File: src/rtl/instr_buffer.sv
// -----------------------------------------------------------------------------
// instr_buffer
//   In-order instruction buffer between fetch and dispatch.
//   Fetch writes IF_IB_PACKETs at the tail. Dispatch sees the oldest entry at
//   the head through a show-ahead output and pops it with dp_ready.
//   A squash empties the whole buffer for mispredict or exception recovery.
//
// Handshake (valid/ready):
//   Fetch side: a packet is taken on a rising clock edge when
//     if_ib_packet.valid & ~ib_full & ~squash.
//   Fetch must not present a valid packet while ib_full is high. Such a packet
//   is dropped and flagged by an assertion.
//   Dispatch side: the head entry is popped on a rising clock edge when
//     ib_dp_packet.valid & dp_ready.
//   While the head is not popped, ib_dp_packet holds steady.
//
// Ports:
//   clock         in   sole clock, rising edge
//   reset         in   asynchronous, active-low
//   if_ib_packet  in   packet from fetch {inst, PC, NPC, valid}
//   squash        in   flush every entry; any concurrent enqueue is discarded
//   dp_ready      in   dispatch accepts the head entry this cycle
//   ib_full       out  occupancy == IB_DEPTH (registered decode)
//   ib_empty      out  occupancy == 0 (registered decode)
//   ib_dp_packet  out  head entry. When empty, it is an idle packet (NOP, valid=0)
//   ib_count      out  occupancy, $clog2(IB_DEPTH)+1 bits
// -----------------------------------------------------------------------------
package instr_buffer_pkg;
  localparam int          XLEN = 32;
  localparam logic [31:0] NOP  = 32'h0000_0013;  // addi x0, x0, 0

  typedef struct packed {
    logic [31:0]     inst;
    logic [XLEN-1:0] PC;
    logic [XLEN-1:0] NPC;
    logic            valid;
  } IF_IB_PACKET;
endpackage

module instr_buffer
  import instr_buffer_pkg::*;
#(
  parameter int IB_DEPTH = 8
) (
  input  logic                      clock,
  input  logic                      reset,
  input  IF_IB_PACKET               if_ib_packet,
  input  logic                      squash,
  input  logic                      dp_ready,
  output logic                      ib_full,
  output logic                      ib_empty,
  output IF_IB_PACKET               ib_dp_packet,
  output logic [$clog2(IB_DEPTH):0] ib_count
);

  localparam int PTR_W  = $clog2(IB_DEPTH);
  localparam int CNT_W  = PTR_W + 1;
  // The valid bit is not stored: every stored entry is valid by construction.
  localparam int DATA_W = $bits(IF_IB_PACKET) - 1;

  logic [DATA_W-1:0] mem_q [IB_DEPTH];
  logic [PTR_W-1:0]  head_q, head_d;
  logic [PTR_W-1:0]  tail_q, tail_d;
  logic [CNT_W-1:0]  count_q, count_d;
  logic              enq, deq;

  // Status flags come only from the registered count. This keeps every
  // combinational path from dp_ready or the fetch valid bit away from
  // fetch's PC-advance logic.
  assign ib_count = count_q;
  assign ib_full  = (count_q == CNT_W'(IB_DEPTH));
  assign ib_empty = (count_q == '0);

  // Show-ahead head. Squash masks valid so that no dequeue happens in the
  // flush cycle.
  always_comb begin
    ib_dp_packet      = '0;
    ib_dp_packet.inst = NOP;
    if (!ib_empty) begin
      ib_dp_packet = {mem_q[head_q], ~squash};
    end
  end

  assign enq = if_ib_packet.valid & ~ib_full & ~squash;
  assign deq = dp_ready & ib_dp_packet.valid;

  always_comb begin
    head_d  = head_q;
    tail_d  = tail_q;
    count_d = count_q;
    if (squash) begin
      head_d  = '0;
      tail_d  = '0;
      count_d = '0;
    end else begin
      // Pointers wrap naturally because IB_DEPTH is a power of two.
      if (enq) tail_d = tail_q + PTR_W'(1);
      if (deq) head_d = head_q + PTR_W'(1);
      count_d = count_q + CNT_W'(enq) - CNT_W'(deq);
    end
  end

  always_ff @(posedge clock or negedge reset) begin
    if (!reset) begin
      head_q  <= '0;
      tail_q  <= '0;
      count_q <= '0;
    end else begin
      head_q  <= head_d;
      tail_q  <= tail_d;
      count_q <= count_d;
    end
  end

  // Storage needs no reset because count gates what is visible.
  always_ff @(posedge clock) begin
    if (enq) begin
      mem_q[tail_q] <= {if_ib_packet.inst, if_ib_packet.PC, if_ib_packet.NPC};
    end
  end

  // Fetch protocol check. A valid packet while full is dropped and state is
  // left unchanged.
  assert property (@(posedge clock) disable iff (!reset)
                   !(if_ib_packet.valid && ib_full))
    else $warning("instr_buffer: fetch presented a valid packet while ib_full; packet dropped");

endmodule

File: config.mk
export PLATFORM = sky130hd
export DESIGN_NAME = instr_buffer
export DESIGN_NICKNAME = d
export VERILOG_FILES = /design/src/rtl/instr_buffer.sv
export SDC_FILE = /design/constraint.sdc
export NUM_CORES = 1
export LEC_CHECK = 0
export ABC_AREA = 1
export CAP_MARGIN = 20
export CORE_UTILIZATION = 40
export CTS_BUF_LIST = sky130_fd_sc_hd__clkbuf_8
export DETAILED_ROUTE_END_ITERATION = 8
export PLACE_DENSITY = 0.58
export SKIP_LAST_GASP = 1
export SLEW_MARGIN = 0
export SYNTH_ARGS = -nofsm -noshare
export SYNTH_HDL_FRONTEND = slang
export SYNTH_SLANG_ARGS = --single-unit
File: constraint.sdc
create_clock -name clock -period 5.4 [get_ports clock]
set_clock_uncertainty 0.1 [all_clocks]
set_input_delay 1.08 -clock clock [delete_from_list [all_inputs] [get_ports clock]]
set_output_delay 1.08 -clock clock [all_outputs]
set_load 0.005 [all_outputs]
* Word-level counts from Yosys, hierarchy flattened *
Memory sizes are Yosys's and may differ from the RTL's.
Index checks and enable logic that the tools add are counted.

word-level totals
  flip-flop bits (word level) = 10
  latch bits = 0
  bits in writable memories = 768
  ROM bits = 0
  output and inout port bits = 103
  logic and storage cells = 25
  memories = 1

memories
  memory  words  bits a word  rd ports  clocked after memory_dff  wr ports  RTL line  source
  mem_q   8      96           1         0                         1         61        logic [DATA_W-1:0] mem_q [IB_DEPTH];

cells by class
  add/subtract/negate cells = 4
  $mul = 0
  div/mod/pow operators = 0
  $lt $le $gt $ge = 0
  equal/unequal tests = 1
  shift-type cells = 0
  multiplexer cells = 8
  bitwise operators = 5
  reductions and logical operators = 3

operators with widths
  kind                 count
  $mux 97              1
  $mux 3               4
  $add 3x1->3 const B  2
  $add 4x1->4          1
  $eq 4x4->1 const B   1
  $logic_not 4->1      1
  $mux 4               1
  $reduce_bool 2->1    2
  $sub 4x1->4          1
  $and 1x1->1          3
  $mux 1               2
  $not 1->1            2

* Logic depth before layout (Yosys ltp) *
  word-level depth = 7
  gate-level depth with buffers = 13
  mapped depth without buffers = 13

* Least setup slack after synthesis *
Ideal clock, no wire load.

  path kind = in2reg
  start point = input port if_ib_packet[0] (netlist name)
  end point = memory mem_q[0][0] (netlist name) (enable)
  data arrival time = 5.470 ns
  setup slack = -0.721 ns
  stages = 4
  buffers on the path = 0
  path through = nand2_1 nor2_1 nand2_1 nor2_1

between the ends
  longest elaborated chain between the ends = 4

ends and longest elaborated chain
  element                       RTL line  source
  start, declared               47        input IF_IB_PACKET if_ib_packet,
  $and 1x1->1 (2 in series)     84        assign enq = if_ib_packet.valid & ~ib_full & ~squash;
  $mux 1                        117       if (enq) begin
  $mux 1 (not written as such)  118       mem_q[tail_q] <= {if_ib_packet.inst, if_ib_packet.PC, if_ib_packet.NPC};
  end, declared                 61

No other way between the ends.

==> flow_summary.ini <==
[outcome]
run_status = completed

[synth]
avgSynthCellArea_um2 = 10.1
yosys.area.top_type = edfxtp_1
async_flop_share_pct = 1.29
synth_area_leaders = edfxtp_1 68%, nand2_1 11%, inv_1 8.4%
ys_top_cells_by_count = 967 x nand2_1, 768 x edfxtp_1, 761 x inv_1
yosys.area.top_type_share_pct = 67.8
ys_ff_latch = 778
synth.most_common_cell = nand2_1
synth_enable_flop_cells = 768
yosysWarnings = 0
synth_seq_area_share_pct = 68.6
netlist_area_um2 = 34000
syn-num-nets = 3491
synth_cell_types = 19
synth_ff_type = edfxtp_1
synth_cells = 3381

[placed_design]
routabilityCongestion = 0.726
hpwl_um = 39300
dp_slack_ps = 1380
placed_area_um2 = 37300
post-place-cells = 4593
io_buffer_count = 203

[grt]
track_usage_pct = 18.6
grt_pass1_vias = 21700
grt_max_degree = 205
grt_pass1_wl_um = 122000
antenna_found_initial = 9
grt_overflow = 0

[clock_network]
clkSinkCount = 778
numCtsBuffers = 137
htreeDepth = 4
ctsResizeCount = 0
clkTransAtPathRegs_ps = 60
cts_setup_buffers = 0
ctsHoldBuffers = 0
cts_tree = done
cts_buffer_depth = 3
cts_root_buf = clkbuf_8
clock_latency_ps = 770

[final_layout]
drive_above_1_share_pct = 5.73
finalNetCount = 3708
fin_area_um2 = 39800
fillers = 7712
final_cells = 4837
syn_to_final_growth_pct = 17.1
finalCoreUtilization_pct = 47.5

[timing]
fin_crit_ps = 4800
max_freq_mhz = 208
setup_slack_ps = 597
finalSetupViolCount = 0
relSlewSlack_pct = 31.7
maxSlewViolCount = 0
hold_violations = 0
tightest_slew_ps = 1030
setup_tns_ps = 0
hold_ws_ps = 499
finalCritPeriodShare_pct = 88.9
rsz0062_at_grt = no

[worst_setup_path]
cp_top_family = buffers and inverters
crit_chain = buf_12 -> nand3_1 -> nand3_1 -> nand2_1 -> nor2_1 -> clkdlybuf4s50_1
cp.arrival_ps = 3620
end_kind = output port
critPathLaunch = head_q[1]
crit_required_ps = 4220
crit_top_cell = nand3_1
max_stage_delay_ps = 790
start_kind = flip-flop
cp_slowest_cell = dfrtp_4
path_class = flip-flop to output port
critical_path_buf_inv_count = 2
worstPathMaxFanout = 161
rr_startpoint = ib_count[2]

[pwr]
finalPower_mw = 17.2
clkPwrFrac_pct = 28.8
swShare_pct = 33.2
p_int_mw = 11.5
ir_drop_v = 0.000351
power_density_nw_per_um2 = 431
combPwrFrac_pct = 30.6
power.leakage_nw = 17.4
pwr-share-seq_pct = 40.7
p_switching_mw = 5.71

[die]
die-area_um2 = 86200
core-area_um2 = 83800
die_h_um = 294
rows = 106
initial_core_util_pct = 40.6
die_w_um = 294
ios = 204

[route]
first_pass_iters = 5
postRouteAntennaNets = 0
drcViolationCount = 0
wire_per_inst_um = 16.5
drt_iter0_drc = 1424
wl_um = 79700
vias = 22300
vias_per_cell = 4.61

[job]
cap_violations = 0

[min_path]
hp-start = tail_q[0]
min_path_type = flip-flop to flip-flop
metal layers:
layer  track usage, %  share of wire (%)  wire length [um]  up-vias
met4             6.16                1.8              1470       12
met2             31.6                 49             39200      475
li1                 -                  -                 -    11100
met3             3.98                5.2              4120      135
met5                0              0.093                74        -
met1             23.7                 44             34800    10600
power by group through the flow:
| stage | Sequential, mW | Clock (mW) | Combinational [mW] |
|---|---|---|---|
| floorplan | 7.06 | 0 | 2.98 |
| global placement | 7.10 | 0 | 5.32 |
| detailed placement | 7.11 | 0 | 5.34 |
| CTS | 6.98 | 5.11 | 5.37 |
| global route | 7.00 | 5.37 | 5.85 |
| finish | 6.98 | 4.94 | 5.25 |
worst paths after layout:
path	end	slack, ps	cells after the start
max	ib_dp_packet[95]	600	6
min	tail_q[0]	500	2
max reg2reg	ib_count[2]	2190	12
min reg2reg	tail_q[0]	500	2
max in group asynchronous	head_q[0]	4280	1
min in group asynchronous	head_q[2]	550	1
layout by cell type (no fill, tap or decap), drive strengths merged, types with 8 or more instances in the layout:
cell type	instances
clkbuf	140
clkinv	41
inv	817
dfrtp	10
buf	34
nand3	496
nor2	200
ha	8
clkdlybuf4s50	203
edfxtp	768
nand2	967
logic make-up after synthesis:
kind of cell | Yosys count | share of synthesized area [%]
xor+xnor | 3 | 0.0773
compound gates | 6 | 0.0883
fa+ha+maj | 9 | 0.353
buf+inv | 922 | 10.7
flops | 778 | 68.6
simple gates | 1663 | 20.2
flip-flops by register name (all words and copies together), names as in the netlist:
signal    flops
ib_count      4
head_q        3
tail_q        3
mem_q       768
final cells by class:
type	count	area [um^2]	area share [%]
sequential	778	23300	58.6
multi-input combinational	1681	7110	17.9
inverter	763	2880	7.24
timing repair buffer	237	2590	6.50
clock buffer	140	1930	4.84
tap	1134	1420	3.56
clock inverter	101	559	1.40
antenna	3	7.51	0.0189
worst reg2reg max path: stages (launching register included):
cell     delay [ps]
dfrtp_1         380
inv_1           110
ha_1            200
nand3_4         440
buf_12          400
nand3_1         220
inv_1           100
ha_1            280
inv_1            40
ha_1            200
fa_1            410
xnor2_1         160
nor2_1           60
Power figures use the tool's default switching activity.
